==> config.mk <==
export PLATFORM = sky130hd
export DESIGN_NAME = adc_capture_buffer_flat
export DESIGN_NICKNAME = d
export VERILOG_FILES = /design/src/rtl/adc_capture_buffer_if.sv /design/src/rtl/adc_capture_buffer.sv /design/src/flat_wrapper.sv
export SDC_FILE = /design/constraint.sdc
export NUM_CORES = 1
export LEC_CHECK = 0
export CAP_MARGIN = 30
export CORE_MARGIN = 5
export CORE_UTILIZATION = 30
export DETAILED_ROUTE_END_ITERATION = 16
export GPL_TIMING_DRIVEN = 1
export PLACE_DENSITY = 0.65
export REMOVE_ABC_BUFFERS = 1
export SYNTH_ARGS = -nofsm -noshare
export SYNTH_HDL_FRONTEND = slang
export SYNTH_SLANG_ARGS = --single-unit
==> constraint.sdc <==
create_clock -name clk -period 1.85 [get_ports clk]
set_clock_uncertainty 0.2 [all_clocks]
set_input_delay 0.37 -clock clk [delete_from_list [all_inputs] [get_ports clk]]
set_output_delay 0.37 -clock clk [all_outputs]
set_load 0.1 [all_outputs]
==> src/rtl/adc_capture_buffer_if.sv <==
// adc_capture_buffer_if: control, sample, read-port and status bundle for adc_capture_buffer
//   sample/sample_valid: ADC result and its one-cycle strobe
//   start/stop/mode: arm a capture, end a continuous capture, 0 single-shot / 1 continuous
//   rd_en/rd_addr -> rd_data/rd_valid: registered random-access read, addr 0 = newest
//   storage/count/busy/done/full: flat store (newest in low word) and capture status
interface adc_capture_buffer_if #(
    parameter int SAMPLE_W = 12,
    parameter int DEPTH    = 10
);
    localparam int CNT_W = $clog2(DEPTH + 1);
    logic [SAMPLE_W-1:0]       sample;
    logic                      sample_valid;
    logic                      start;
    logic                      stop;
    logic                      mode;
    logic                      rd_en;
    logic [CNT_W-1:0]          rd_addr;
    logic [SAMPLE_W-1:0]       rd_data;
    logic                      rd_valid;
    logic [DEPTH*SAMPLE_W-1:0] storage;
    logic [CNT_W-1:0]          count;
    logic                      busy;
    logic                      done;
    logic                      full;
    modport master (
        output sample, sample_valid, start, stop, mode, rd_en, rd_addr,
        input  rd_data, rd_valid, storage, count, busy, done, full
    );
    modport slave (
        input  sample, sample_valid, start, stop, mode, rd_en, rd_addr,
        output rd_data, rd_valid, storage, count, busy, done, full
    );
endinterface

==> src/rtl/adc_capture_buffer.sv <==
// adc_capture_buffer: start/stop controlled shift-register capture of ADC samples with registered read port
//   clk: rising-edge system clock; rst: asynchronous active-low reset
//   bus: adc_capture_buffer_if.slave carrying samples, control, read port and status
module adc_capture_buffer #(
    parameter int SAMPLE_W = 12,
    parameter int DEPTH    = 10
) (
    input logic                 clk,
    input logic                 rst,
    adc_capture_buffer_if.slave bus
);
    localparam int CNT_W   = $clog2(DEPTH + 1);
    localparam int STORE_W = DEPTH * SAMPLE_W;
    typedef enum logic [1:0] {IDLE, CAPTURE, DONE} state_t;
    state_t              state;
    logic [STORE_W-1:0]  storage;
    logic [STORE_W-1:0]  rd_shift;
    logic [CNT_W-1:0]    count;
    logic [CNT_W-1:0]    count_inc;
    logic [SAMPLE_W-1:0] rd_data;
    logic [SAMPLE_W-1:0] rd_word;
    logic                rd_valid;
    logic                busy;
    logic                done;
    logic                mode_q;
    logic                last;
    always_comb begin
        count_inc = (count == CNT_W'(DEPTH)) ? count : count + CNT_W'(1);
        rd_shift  = storage >> (32'(bus.rd_addr) * SAMPLE_W);
        rd_word   = (bus.rd_addr < CNT_W'(DEPTH)) ? rd_shift[SAMPLE_W-1:0] : '0;
        // single-shot ends on the sample that fills the store; continuous ends only on stop
        last      = mode_q ? bus.stop : (bus.sample_valid && count_inc == CNT_W'(DEPTH));
    end
    always_ff @(posedge clk or negedge rst) begin
        if (!rst) begin
            state    <= IDLE;
            storage  <= '0;
            count    <= '0;
            rd_data  <= '0;
            rd_valid <= 1'b0;
            busy     <= 1'b0;
            done     <= 1'b0;
            mode_q   <= 1'b0;
        end else begin
            rd_valid <= bus.rd_en;
            if (bus.rd_en)
                rd_data <= rd_word;
            if (state == CAPTURE) begin
                if (bus.sample_valid) begin
                    storage <= {storage[STORE_W-SAMPLE_W-1:0], bus.sample};
                    count   <= count_inc;
                end
                if (last) begin
                    state <= DONE;
                    busy  <= 1'b0;
                    done  <= 1'b1;
                end
            end else if (bus.start) begin
                state  <= CAPTURE;
                count  <= '0;
                mode_q <= bus.mode;
                busy   <= 1'b1;
                done   <= 1'b0;
            end
        end
    end
    assign bus.storage  = storage;
    assign bus.count    = count;
    assign bus.rd_data  = rd_data;
    assign bus.rd_valid = rd_valid;
    assign bus.busy     = busy;
    assign bus.done     = done;
    assign bus.full     = (count == CNT_W'(DEPTH));
endmodule

==> src/flat_wrapper.sv <==
// flat-port wrapper written by rule: the top's interface ports become plain ports
module adc_capture_buffer_flat 
#(
    parameter int SAMPLE_W = 12,
    parameter int DEPTH    = 10
)
  (clk, rst, bus_sample, bus_sample_valid, bus_start, bus_stop, bus_mode, bus_rd_en, bus_rd_addr, bus_rd_data, bus_rd_valid, bus_storage, bus_count, bus_busy, bus_done, bus_full);
  adc_capture_buffer_if #(.SAMPLE_W(SAMPLE_W), .DEPTH(DEPTH)) bus_i ();
  input logic clk;
  input logic rst;
  input wire logic [$bits(bus_i.sample)-1:0] bus_sample;
  input wire logic [$bits(bus_i.sample_valid)-1:0] bus_sample_valid;
  input wire logic [$bits(bus_i.start)-1:0] bus_start;
  input wire logic [$bits(bus_i.stop)-1:0] bus_stop;
  input wire logic [$bits(bus_i.mode)-1:0] bus_mode;
  input wire logic [$bits(bus_i.rd_en)-1:0] bus_rd_en;
  input wire logic [$bits(bus_i.rd_addr)-1:0] bus_rd_addr;
  output wire logic [$bits(bus_i.rd_data)-1:0] bus_rd_data;
  output wire logic [$bits(bus_i.rd_valid)-1:0] bus_rd_valid;
  output wire logic [$bits(bus_i.storage)-1:0] bus_storage;
  output wire logic [$bits(bus_i.count)-1:0] bus_count;
  output wire logic [$bits(bus_i.busy)-1:0] bus_busy;
  output wire logic [$bits(bus_i.done)-1:0] bus_done;
  output wire logic [$bits(bus_i.full)-1:0] bus_full;
  assign bus_i.sample = bus_sample;
  assign bus_i.sample_valid = bus_sample_valid;
  assign bus_i.start = bus_start;
  assign bus_i.stop = bus_stop;
  assign bus_i.mode = bus_mode;
  assign bus_i.rd_en = bus_rd_en;
  assign bus_i.rd_addr = bus_rd_addr;
  assign bus_rd_data = bus_i.rd_data;
  assign bus_rd_valid = bus_i.rd_valid;
  assign bus_storage = bus_i.storage;
  assign bus_count = bus_i.count;
  assign bus_busy = bus_i.busy;
  assign bus_done = bus_i.done;
  assign bus_full = bus_i.full;
  adc_capture_buffer #(.SAMPLE_W(SAMPLE_W), .DEPTH(DEPTH)) u_core (.clk(clk), .rst(rst), .bus(bus_i));
endmodule
==> summary.log, run 1 <==
qor: sta.layout_worst_path_cycle_share 1.07
qor: global_routing.grt_overflow 0
qor: yosys.per_instance_average_area_after_synthesis 9.21 sq um
qor: sta.layout_setup_ws -0.136 ns
qor: placement.post-place-cells 1121
qor: finish.fin_cells 1157
qor: drt.drcViolationCount 0
qor: clock_network.cts_sinks 140
qor: global_routing.grt_pass1_vias 5608
qor: die.fp-row-count 53
qor: yosys.synth_compound_gate_area_share 0.0471
qor: global_routing.first_pass_grt_wire_length 31000 microns
qor: clock_network.htree_levels 4
qor: yosys.synthesis.instances 692
qor: die.placeableCoreArea 21000 sq um
qor: setup_path.crit_path_start_kind register
qor: die.fp.dieW 156 microns
qor: clock_network.clk_pin_slew 0.06 ns
qor: die.die_area 24300 sq um
qor: run_status.violated_checks setup timing
qor: drt.drt_wl_total 19300 microns
qor: sta.unrepaired_setup_endpoints_after_global_routing yes
qor: setup_path.worst-path-max-fanout 2
qor: worst_hold_path.min_path_type in2async
qor: yosys.synth_fa_ha_area_frac 0.00393
qor: yosys.synth_cell_types 38
qor: yosys.ys_dominant_reg_cell sky130_fd_sc_hd__dfrtp_1
qor: yosys.synth.mux.area_fraction 0.102
qor: die.die_y 156 microns
qor: yosys.synth-simple-area-share 0.261
qor: setup_path.critical_path_required 1.28 ns
qor: global_routing.number_of_antenna_violations_at_the_first_check_in_global_routing 0
qor: drt.total_via_count_after_detailed_routing 5418
qor: drt.detail-route-antenna-nets 0
qor: finish.finish.net_count 897
qor: finish.ff_latch_area 3500 sq um
qor: clock_network.clk_root_buffer_cell sky130_fd_sc_hd__clkbuf_16
qor: clock_network.cts-root-to-sink-buffers 2
qor: placement.finalWeightedCongestion 0.769
qor: sta.slew_viol_final 0
qor: yosys.synth_area 6370 sq um
qor: global_routing.maximum_number_of_pins_on_one_net_before_global_route_repair 63
qor: placement.place_hpwl 13700 microns
qor: sta.period_minus_slack 1.99 ns
qor: run_status.run_status finished, violations left
qor: clock_network.cts_inserted_buffers 17
qor: yosys.yosys_warnings 0
qor: yosys.synth_top_family_by_area simple AND/OR/NAND/NOR gates
qor: yosys.synth-xor-area-share 0.00137
qor: drt.routed_wire_length_per_instance 16.7 microns
qor: placement.io_buffer_count 162
qor: drt.drt-initial-drc-count 263
qor: drt.dr.pass1.iters 5
qor: global_routing.grt_total_usage 0.161
qor: job.cap_violations 0
qor: finish.final_layout_size_suffix_gt1_frac 0.271
qor: setup_path.worstSetupPathType reg2out
qor: drt.avgViaCountPerCell 4.68
qor: sta.slew_margin_rel 0.705
qor: finish.synthToLayoutAreaGrowth 65.9%
qor: setup_path.critical_path_arrival 1.42 ns
qor: clock_network.clkLatencyLatePin 0.42 ns
qor: yosys.synth.ff_latch_count 140
qor: yosys.synth-async-reset-ratio 1.00
qor: finish.multiInputGateArea 2670 sq um
qor: sta.timing.final.hold_violations 0
qor: finish.num_antenna_cells 0
qor: die.floorplan.initialDensity 0.304
qor: clock_network.cts_tree built
qor: setup_path.crit_path_end_kind output port
qor: sta.highest_clock_rate 0.504 GHz
qor: finish.fill_cells 1829
qor: placement.placedInstanceArea 9920 sq um
qor: yosys.yosysSeqAreaShare 0.550
qor: yosys.synth_edf_count 0
qor: sta.worst_slew_pin_slew 0.431 ns
qor: sta.finalSetupViolCount 4
qor: finish.stdcell_area 10600 sq um
qor: die.io_pins 163
-- critical path, stage by stage (launching register included) --
cell and delay, ns:
sky130_fd_sc_hd__dfrtp_1 0.39, sky130_fd_sc_hd__inv_2 0.08, sky130_fd_sc_hd__ha_4 0.13, sky130_fd_sc_hd__and3b_2 0.22, sky130_fd_sc_hd__buf_12 0.18
-- synthesized netlist by cell type, drive strengths merged, types with 4 or more instances --
| library cell | number | area (sq um) |
|---|---|---|
| nand2 | 364 | 1370 |
| dfrtp | 140 | 3500 |
| buf | 26 | 150 |
| nand3 | 18 | 90.1 |
| clkbuf | 17 | 63.8 |
| mux2 | 17 | 191 |
| mux2i | 16 | 160 |
| o21ai | 15 | 75.1 |
| mux4 | 12 | 297 |
| nand2b | 10 | 62.6 |
| a221oi | 8 | 70.1 |
| nor2b | 8 | 50.1 |
| o31ai | 5 | 37.5 |
| a2111oi | 4 | 35.0 |
| a31oi | 4 | 25.0 |
| o22ai | 4 | 25.0 |
-- metal layers --
metal  part of all wire  vias up  wire (microns)  GRT usage
met5                  0        -               0          0
met4              0.018        0             356     0.0575
met3              0.051       23             982     0.0424
met2               0.48      150            9340      0.259
met1               0.45     2629            8660      0.211
li1                   -     2616               -          -
-- cell type report --
cell class              count  share of cell area
clock buffers              21              0.0426
clock inverters             8             0.00911
inverters                   3             0.00107
multi-input cells         506               0.252
flip-flops and latches    140               0.331
well taps                 275              0.0325
repair buffers            204               0.331
-- final timing paths --
| check | from | depth (start not counted) | end | slack [ns] |
|---|---|---|---|---|
| max | u_core.bus.count[0] | 4 | bus_full | -0.14 |
| min | rst | 2 | u_core.bus.storage[18] | 0.20 |
| max reg2reg | u_core.bus.count[1] | 7 | u_core.state[0] | -0.03 |
| max in group asynchronous | rst | 3 | u_core.bus.storage[98] | 0.61 |
| min reg2reg | u_core.bus.rd_data[9] | 2 | u_core.bus.rd_data[9] | 0.35 |
| min in group clk | bus_rd_addr[0] | 4 | u_core.bus.rd_data[9] | 0.25 |
-- logic make-up (layout without fill, tap and decap cells) --
group	after synthesis	in the layout
mux	45	45
xor+xnor	1	1
buf+inv	46	236
simple gates	413	413
fa+ha+maj	2	2
flops	140	140
compound gates	45	45
-- metrics by stage --
stage	worst slack, ns	hold WS (ns)	utilization	setup TNS [ns]
finish	-0.136	0.197	0.504	-0.276
global route	-0.198	0.217	0.504	-0.573
CTS	-0.153	0.184	0.502	-0.178
detailed placement	-0.429	0.0546	0.473	-4.76
global placement	-0.425	0.0564	0.473	-4.53
floorplan	-2.77	-0.126	-	-280.36
-- flip-flops by register name (all words and copies together), names as in the netlist --
| signal | flops |
|---|---|
| u_core.bus.done | 1 |
| u_core.mode_q | 1 |
| u_core.state | 1 |
| u_core.bus.rd_data | 12 |
| u_core.bus.rd_valid | 1 |
| u_core.bus.count | 4 |
| u_core.bus.storage | 120 |
-- cells in the final DEF, fill, tap and decap left out, types with 2 or more instances in the layout --
cell | Yosys | layout
sky130_fd_sc_hd__o21ai_0 | 7 | 7
sky130_fd_sc_hd__a31oi_1 | 4 | 4
sky130_fd_sc_hd__mux2_2 | 17 | 17
sky130_fd_sc_hd__buf_12 | 0 | 151
sky130_fd_sc_hd__mux2i_1 | 16 | 16
sky130_fd_sc_hd__dfrtp_1 | 140 | 140
sky130_fd_sc_hd__clkbuf_16 | 0 | 18
sky130_fd_sc_hd__o31ai_1 | 5 | 5
sky130_fd_sc_hd__o21ai_1 | 8 | 8
sky130_fd_sc_hd__nand3_1 | 18 | 18
sky130_fd_sc_hd__nor2_1 | 2 | 2
sky130_fd_sc_hd__bufinv_16 | 0 | 2
sky130_fd_sc_hd__inv_1 | 3 | 2
sky130_fd_sc_hd__buf_4 | 3 | 27
sky130_fd_sc_hd__a2111oi_0 | 4 | 4
sky130_fd_sc_hd__nand2b_1 | 10 | 10
sky130_fd_sc_hd__buf_6 | 1 | 3
sky130_fd_sc_hd__mux4_2 | 5 | 5
sky130_fd_sc_hd__a221oi_1 | 8 | 7
sky130_fd_sc_hd__clkdlybuf4s50_1 | 0 | 18
sky130_fd_sc_hd__a21oi_1 | 3 | 3
sky130_fd_sc_hd__buf_2 | 18 | 2
sky130_fd_sc_hd__mux4_1 | 7 | 7
sky130_fd_sc_hd__nor2b_1 | 8 | 8
sky130_fd_sc_hd__and2_1 | 2 | 2
sky130_fd_sc_hd__clkinv_2 | 0 | 4
sky130_fd_sc_hd__nand2_1 | 364 | 364
sky130_fd_sc_hd__clkbuf_1 | 17 | 3
sky130_fd_sc_hd__o22ai_1 | 4 | 4
-- what timing repair did --
item | CTS | global route
endpoints found under the hold margin | 140 | 0
gates resized for setup | 4 | 5
pin swaps | 1 | 0
endpoints found under the setup margin | 1 | 14
cloned | 0 | 1
setup buffers | 4 | 2
hold buffers | 1 | 0
Power of run 1 is not shown: default switching activity piles up to over one toggle a cycle in this logic, so the estimate is an artifact.
==> inputs of run 2 (changes only) <==
--- a/config.mk
+++ b/config.mk
@@ -10,7 +10,7 @@
 export CORE_UTILIZATION = 30
 export DETAILED_ROUTE_END_ITERATION = 16
 export GPL_TIMING_DRIVEN = 1
-export PLACE_DENSITY = 0.65
+export PLACE_DENSITY = 0.67
 export REMOVE_ABC_BUFFERS = 1
 export SYNTH_ARGS = -nofsm -noshare
 export SYNTH_HDL_FRONTEND = slang
==> constraint.sdc (replaced) <==
create_clock -name clk -period 1.7 [get_ports clk]
set_clock_uncertainty 0.2 [all_clocks]
set_input_delay 0.34 -clock clk [delete_from_list [all_inputs] [get_ports clk]]
set_output_delay 0.34 -clock clk [all_outputs]
set_load 0.1 [all_outputs]
==> run 2 against run 1 <==
Non-clock buffer count increased by 40. Critical endpoint unchanged. Flip-flop and latch count did not move. The flow still finishes with violations (setup timing). Largest cell class is now non-clock buffers. Register-to-register slack worse by 0.02 ns. Highest routed layer unchanged. Via count increased by 3.7%.
==> summary.log, run 2 (same netlist as run 1, synthesis figures left out) <==
qor: run_status.run_status finished, violations left
qor: run_status.violated_checks setup timing
qor: die.fp-row-count 53 [unchanged]
qor: clock_network.clkLatencyLatePin 0.42 ns [about the same]
qor: setup_path.worstSetupPathType reg2out
qor: setup_path.worst-path-max-fanout 2 [unchanged]
qor: drt.drt-initial-drc-count 279 [+6.1%]
qor: finish.largest_registers u_core.bus.storage: 120 flops, u_core.bus.rd_data: 12 flops, u_core.bus.count: 4 flops
qor: drt.total_via_count_after_detailed_routing 5621 [+3.7%]
qor: die.fp.dieW 156 microns [unchanged]
qor: die.io_pins 163 [unchanged]
qor: finish.fill_cells 1788 [-2.2%]
qor: finish.most-common-layout-cells sky130_fd_sc_hd__nand2_1 (363), sky130_fd_sc_hd__buf_12 (152), sky130_fd_sc_hd__dfrtp_1 (139)
qor: sta.layout_worst_path_cycle_share 1.15
qor: setup_path.crit_end bus_full
qor: clock_network.clk_pin_slew 0.06 ns [about the same]
qor: global_routing.grt_overflow 0 [unchanged]
qor: clock_network.clk_root_buffer_cell sky130_fd_sc_hd__clkbuf_16
qor: sta.slew_viol_final 0 [unchanged]
qor: sta.layout_setup_ws -0.254 ns [-0.118 ns]
qor: global_routing.first_pass_grt_wire_length 32100 microns [+3.6%]
qor: setup_path.cp_cell_sequence ha_4 -> and3b_2 -> buf_12
qor: finish.largest_register u_core.bus.storage
qor: global_routing.maximum_number_of_pins_on_one_net_before_global_route_repair 54 [-14%]
qor: setup_path.crit_path_start u_core.bus.count[1]
qor: global_routing.grt_pass1_vias 5755 [+2.6%]
qor: finish.final_core_utilization 0.529 [+0.0243]
qor: sta.unrepaired_setup_endpoints_after_global_routing yes
qor: job.cap_violations 0 [unchanged]
qor: sta.slew_margin_rel 0.669 [-0.0356]
qor: placement.io_buffer_count 162 [unchanged]
qor: setup_path.worst-r2r-cell-count 6 [-1]
qor: finish.num_antenna_cells 0 [unchanged]
qor: setup_path.critical_path.max_stage_delay 0.42 ns [+0.03 ns]
qor: setup_path.crit_path_start_kind register
qor: placement.post-place-cells 1154 [+2.9%]
qor: clock_network.cts-root-to-sink-buffers 2 [unchanged]
qor: finish.fin_cells 1200 [+3.7%]
qor: finish.largest_reg_flops 120 [unchanged]
qor: clock_network.cts_sinks 140 [unchanged]
qor: drt.drt_wl_total 20300 microns [+5.1%]
qor: clock_network.htree_levels 4 [unchanged]
qor: sta.period_minus_slack 1.95 ns
qor: sta.finalSetupViolCount 4 [unchanged]
qor: finish.stdcell_area 11100 sq um [+4.8%]
qor: drt.avgViaCountPerCell 4.68 [about the same]
qor: sta.highest_clock_rate 0.512 GHz
qor: die.placeableCoreArea 21000 sq um [unchanged]
qor: placement.placedInstanceArea 10200 sq um [+2.6%]
qor: setup_path.critical_path_arrival 1.41 ns [about the same]
qor: sta.timing.final.hold_violations 0 [unchanged]
qor: drt.detail-route-antenna-nets 0 [unchanged]
qor: drt.dr.pass1.iters 4 [-1]
qor: die.floorplan.initialDensity 0.304 [unchanged]
qor: setup_path.worst_r2r_endpoint u_core.bus.count[0]
qor: finish.most_common_library_cell_in_the_layout_ignoring_fill_and_taps sky130_fd_sc_hd__nand2_1
qor: sta.worst_slew_pin_slew 0.495 ns [+0.0634 ns]
qor: placement.place_hpwl 14200 microns [+3.6%]
qor: finish.finish.net_count 937 [+4.5%]
qor: setup_path.crit_path_end_kind output port
qor: placement.finalWeightedCongestion 0.829 [+7.7%]
qor: clock_network.cts_inserted_buffers 17 [unchanged]
qor: global_routing.number_of_antenna_violations_at_the_first_check_in_global_routing 0 [unchanged]
qor: setup_path.reg2reg_slack -0.05 ns [-0.02 ns]
qor: setup_path.timing.critical_path.slowest_stage_cell sky130_fd_sc_hd__dfrtp_1
qor: worst_hold_path.min_path_type in2async
qor: finish.synthToLayoutAreaGrowth 73.9%
qor: setup_path.reg_to_reg_start u_core.bus.count[1]
qor: clock_network.cts_tree built
qor: global_routing.grt_total_usage 0.167 [+0.00577]
qor: setup_path.critical_path_required 1.16 ns [-0.12 ns]
qor: finish.final_layout_size_suffix_gt1_frac 0.311 [+0.0404]
qor: die.die_area 24300 sq um [unchanged]
qor: drt.routed_wire_length_per_instance 16.9 microns [+1.3%]
qor: drt.drcViolationCount 0 [unchanged]
qor: die.die_y 156 microns [unchanged]
## run 2: what timing repair did
action / in CTS / in global routing
hold buffers: 1 / 0
resized for setup: 6 / 18
hold endpoints to repair: 140 / 0
setup endpoints to repair: 17 / 14
cloned: 1 / 2
pin swaps: 1 / 2
setup buffers: 4 / 7
## run 2: worst min path at each step
stage | slack (ns) | depth (start not counted) | to | startpoint
global placement | 0.05 | 1 | u_core.bus.storage[17] | rst
global route | 0.21 | 2 | u_core.bus.storage[65] | rst
CTS | 0.18 | 2 | u_core.bus.storage[65] | rst
floorplan | -0.16 | 0 | u_core.bus.count[0] | rst
detailed placement | 0.06 | 1 | u_core.bus.storage[5] | rst
finish | 0.18 | 2 | u_core.bus.storage[5] | rst
## run 2: layout make-up
class | count | area, sq um | area share
Multi-Input combinational cell | 506 | 2720 | 0.245
Tap cell | 275 | 344 | 0.0311
Sequential cell | 140 | 3500 | 0.316
Clock buffer | 22 | 484 | 0.0437
Timing Repair Buffer | 244 | 3860 | 0.348
Clock inverter | 10 | 161 | 0.0146
Inverter | 3 | 11.3 | 0.00102
## run 2: routing by layer
metal / part of all wire / GRT usage / up-vias
met2: 0.50 / 0.279 / 148
met4: 0.010 / 0.0400 / 0
met3: 0.052 / 0.0433 / 15
li1: - / - / 2708
met1: 0.44 / 0.218 / 2750
met5: 0 / 0 / -
## run 2: per-stage QoR
step                      hold WS [ns]  setup slack [ns]  TNS, ns
after floorplan                 -0.156             -2.92  -301.29
after global placement          0.0543            -0.511   -20.93
after detailed placement        0.0578            -0.535   -21.30
after CTS                        0.185            -0.257   -0.284
after global routing             0.205            -0.290    -1.06
final                            0.184            -0.254   -0.443
## run 2: worst max-delay path, delay by kind of cell, from the launching register on
kind | cells | cell delay (ns)
AND/OR/NAND/NOR | 1 | 0.23
buffers and inverters | 1 | 0.17
adder cells (fa/ha/maj) | 1 | 0.18
flip-flops | 1 | 0.42
Power of run 2 is left out for the same reason.
==> inputs of run 3 (changes only) <==
--- a/config.mk
+++ b/config.mk
@@ -12,6 +12,7 @@
 export GPL_TIMING_DRIVEN = 1
 export PLACE_DENSITY = 0.67
 export REMOVE_ABC_BUFFERS = 1
+export SKIP_LAST_GASP = 1
 export SYNTH_ARGS = -nofsm -noshare
 export SYNTH_HDL_FRONTEND = slang
 export SYNTH_SLANG_ARGS = --single-unit
==> run 3 against run 2 <==
The flow still finishes with violations (setup timing). Cell count is the same. Flip-flop and latch count is the same. Via count shrank 0.20%. Utilization shrank 0.13 points. Die area is the same. Design area shrank 0.25%. Highest routed layer unchanged.
==> summary.log, run 3 (same netlist as run 1, synthesis figures left out) <==
qor: run_status.run_status finished, violations left
qor: run_status.violated_checks setup timing
qor: die.floorplan.initialDensity 0.304 [unchanged]
qor: setup_path.crit_path_start u_core.bus.count[1]
qor: sta.layout_worst_path_cycle_share 1.15 [-0.00384]
qor: finish.final_core_utilization 0.527 [-0.00131]
qor: drt.drt_wl_total 20200 microns [-0.36%]
qor: setup_path.critical_path_required 1.16 ns [about the same]
qor: clock_network.clkLatencyLatePin 0.42 ns [about the same]
qor: sta.unrepaired_setup_endpoints_after_global_routing yes
qor: drt.drcViolationCount 0 [unchanged]
qor: clock_network.cts_inserted_buffers 17 [unchanged]
qor: drt.avgViaCountPerCell 4.68 [-0.20%]
qor: worst_hold_path.min_path_type in2async
qor: finish.most-common-layout-cells sky130_fd_sc_hd__nand2_1 (364), sky130_fd_sc_hd__buf_12 (152), sky130_fd_sc_hd__dfrtp_1 (139)
qor: global_routing.grt_total_usage 0.167 [unchanged]
qor: die.die_area 24300 sq um [unchanged]
qor: global_routing.grt_overflow 0 [unchanged]
qor: setup_path.reg_to_reg_start u_core.bus.count[1]
qor: clock_network.cts_tree built
qor: finish.num_antenna_cells 0 [unchanged]
qor: placement.post-place-cells 1154 [unchanged]
qor: finish.synthToLayoutAreaGrowth 73.5%
qor: clock_network.cts-root-to-sink-buffers 2 [unchanged]
qor: sta.worst_slew_pin_slew 0.499 ns [+0.00390 ns]
qor: drt.routed_wire_length_per_instance 16.9 microns [-0.36%]
qor: setup_path.crit_path_start_kind register
qor: finish.final_layout_size_suffix_gt1_frac 0.310 [-0.00108]
qor: finish.most_common_library_cell_in_the_layout_ignoring_fill_and_taps sky130_fd_sc_hd__nand2_1
qor: setup_path.worstSetupPathType reg2out
qor: finish.finish.net_count 937 [unchanged]
qor: finish.fin_cells 1200 [unchanged]
qor: drt.detail-route-antenna-nets 0 [unchanged]
qor: die.io_pins 163 [unchanged]
qor: sta.slew_viol_final 0 [unchanged]
qor: placement.place_hpwl 14200 microns [unchanged]
qor: finish.largest_register u_core.bus.storage
qor: sta.timing.final.hold_violations 0 [unchanged]
qor: clock_network.clk_pin_slew 0.06 ns [about the same]
qor: setup_path.timing.critical_path.slowest_stage_cell sky130_fd_sc_hd__dfrtp_1
qor: die.placeableCoreArea 21000 sq um [unchanged]
qor: clock_network.htree_levels 4 [unchanged]
qor: job.cap_violations 0 [unchanged]
qor: drt.dr.pass1.iters 4 [unchanged]
qor: setup_path.crit_path_end_kind output port
qor: global_routing.maximum_number_of_pins_on_one_net_before_global_route_repair 54 [unchanged]
qor: setup_path.critical_path_arrival 1.41 ns [about the same]
qor: sta.period_minus_slack 1.95 ns [-0.00652 ns]
qor: setup_path.critical_path.max_stage_delay 0.42 ns [about the same]
qor: sta.finalSetupViolCount 4 [unchanged]
qor: setup_path.worst-path-max-fanout 2 [unchanged]
qor: die.fp-row-count 53 [unchanged]
qor: finish.largest_registers u_core.bus.storage: 120 flops, u_core.bus.rd_data: 12 flops, u_core.bus.count: 4 flops
qor: clock_network.cts_sinks 140 [unchanged]
qor: die.fp.dieW 156 microns [unchanged]
qor: global_routing.number_of_antenna_violations_at_the_first_check_in_global_routing 0 [unchanged]
qor: sta.layout_setup_ws -0.248 ns [+0.00652 ns]
qor: setup_path.worst-r2r-cell-count 6 [unchanged]
qor: placement.finalWeightedCongestion 0.829 [unchanged]
qor: setup_path.cp_cell_sequence ha_4 -> and3b_2 -> buf_12
qor: clock_network.clk_root_buffer_cell sky130_fd_sc_hd__clkbuf_16
qor: sta.slew_margin_rel 0.667 [-0.00260]
qor: die.die_y 156 microns [unchanged]
qor: sta.highest_clock_rate 0.513 GHz [+0.33%]
qor: placement.io_buffer_count 162 [unchanged]
qor: global_routing.first_pass_grt_wire_length 32100 microns [unchanged]
qor: global_routing.grt_pass1_vias 5755 [unchanged]
qor: drt.drt-initial-drc-count 254 [-9.0%]
qor: finish.largest_reg_flops 120 [unchanged]
qor: drt.total_via_count_after_detailed_routing 5610 [-0.20%]
run 3: changes by cell type in the layout (fill, tap and decap cells not counted):
cell,previous run,this run
sky130_fd_sc_hd__buf_4,61,63
sky130_fd_sc_hd__nor4b_4,1,0
sky130_fd_sc_hd__nand2_2,1,0
sky130_fd_sc_hd__nor4b_2,0,1
sky130_fd_sc_hd__o21ai_1,11,9
sky130_fd_sc_hd__nor4_2,0,1
sky130_fd_sc_hd__buf_6,6,4
sky130_fd_sc_hd__o21ai_0,4,6
sky130_fd_sc_hd__nor4_4,1,0
sky130_fd_sc_hd__nand2_1,363,364
run 3: area by class of cell:
| cell class | instances | area [sq um] |
|---|---|---|
| fill | 1789 | 9900 |
| timing repair buffer | 244 | 3850 |
| sequential | 140 | 3500 |
| multi-input combinational | 506 | 2700 |
| clock buffer | 22 | 484 |
| tap | 275 | 344 |
| clock inverter | 10 | 161 |
| inverter | 3 | 11.3 |
run 3: stage by stage:
| stage | setup TNS (ns) | setup WS (ns) | instance area [sq um] | hold slack (ns) |
|---|---|---|---|---|
| 3_3_place_gp | -20.93 | -0.511 | 10200 | 0.0543 |
| 2_1_floorplan | -301.29 | -2.92 | 6160 | -0.156 |
| 6_report | -0.455 | -0.248 | 11100 | 0.188 |
| 5_1_grt | -1.09 | -0.291 | 11100 | 0.205 |
| 3_5_place_dp | -21.30 | -0.535 | 10200 | 0.0578 |
| 4_1_cts | -0.284 | -0.257 | 10900 | 0.185 |
run 3: timing repair:
action | in CTS | in global routing
gates resized for setup | 6 | 11
buffers inserted | 4 | 7
pin swaps | 1 | 0
cloned | 1 | 2
endpoints found under the hold margin | 140 | 0
setup endpoints to repair | 17 | 14
hold buffers | 1 | 0
run 3: final timing paths:
| path | end | slack (ns) |
|---|---|---|
| min in group clk | u_core.bus.storage[2] | 0.25 |
| min reg2reg | u_core.bus.rd_data[10] | 0.35 |
| max in group asynchronous | u_core.bus.storage[107] | 0.59 |
| max | bus_full | -0.25 |
| max reg2reg | u_core.bus.count[0] | -0.09 |
| min | u_core.bus.storage[5] | 0.19 |
run 3: metal layers:
metal  vias up  wire, microns  global-route usage
li1       2706              -                   -
met1      2736           8880               0.218
met2       154          10100               0.279
met3        14           1070              0.0433
met4         0            218              0.0400
met5         -              0                   0
run 3: worst max-delay path, delay by kind of cell, from the launching register on:
family / cells / cell delay (ns)
adder cells (fa/ha/maj): 1 / 0.18
AND/OR/NAND/NOR: 1 / 0.23
flip-flops: 1 / 0.42
buffers and inverters: 1 / 0.17
Power of run 3 is left out for the same reason.
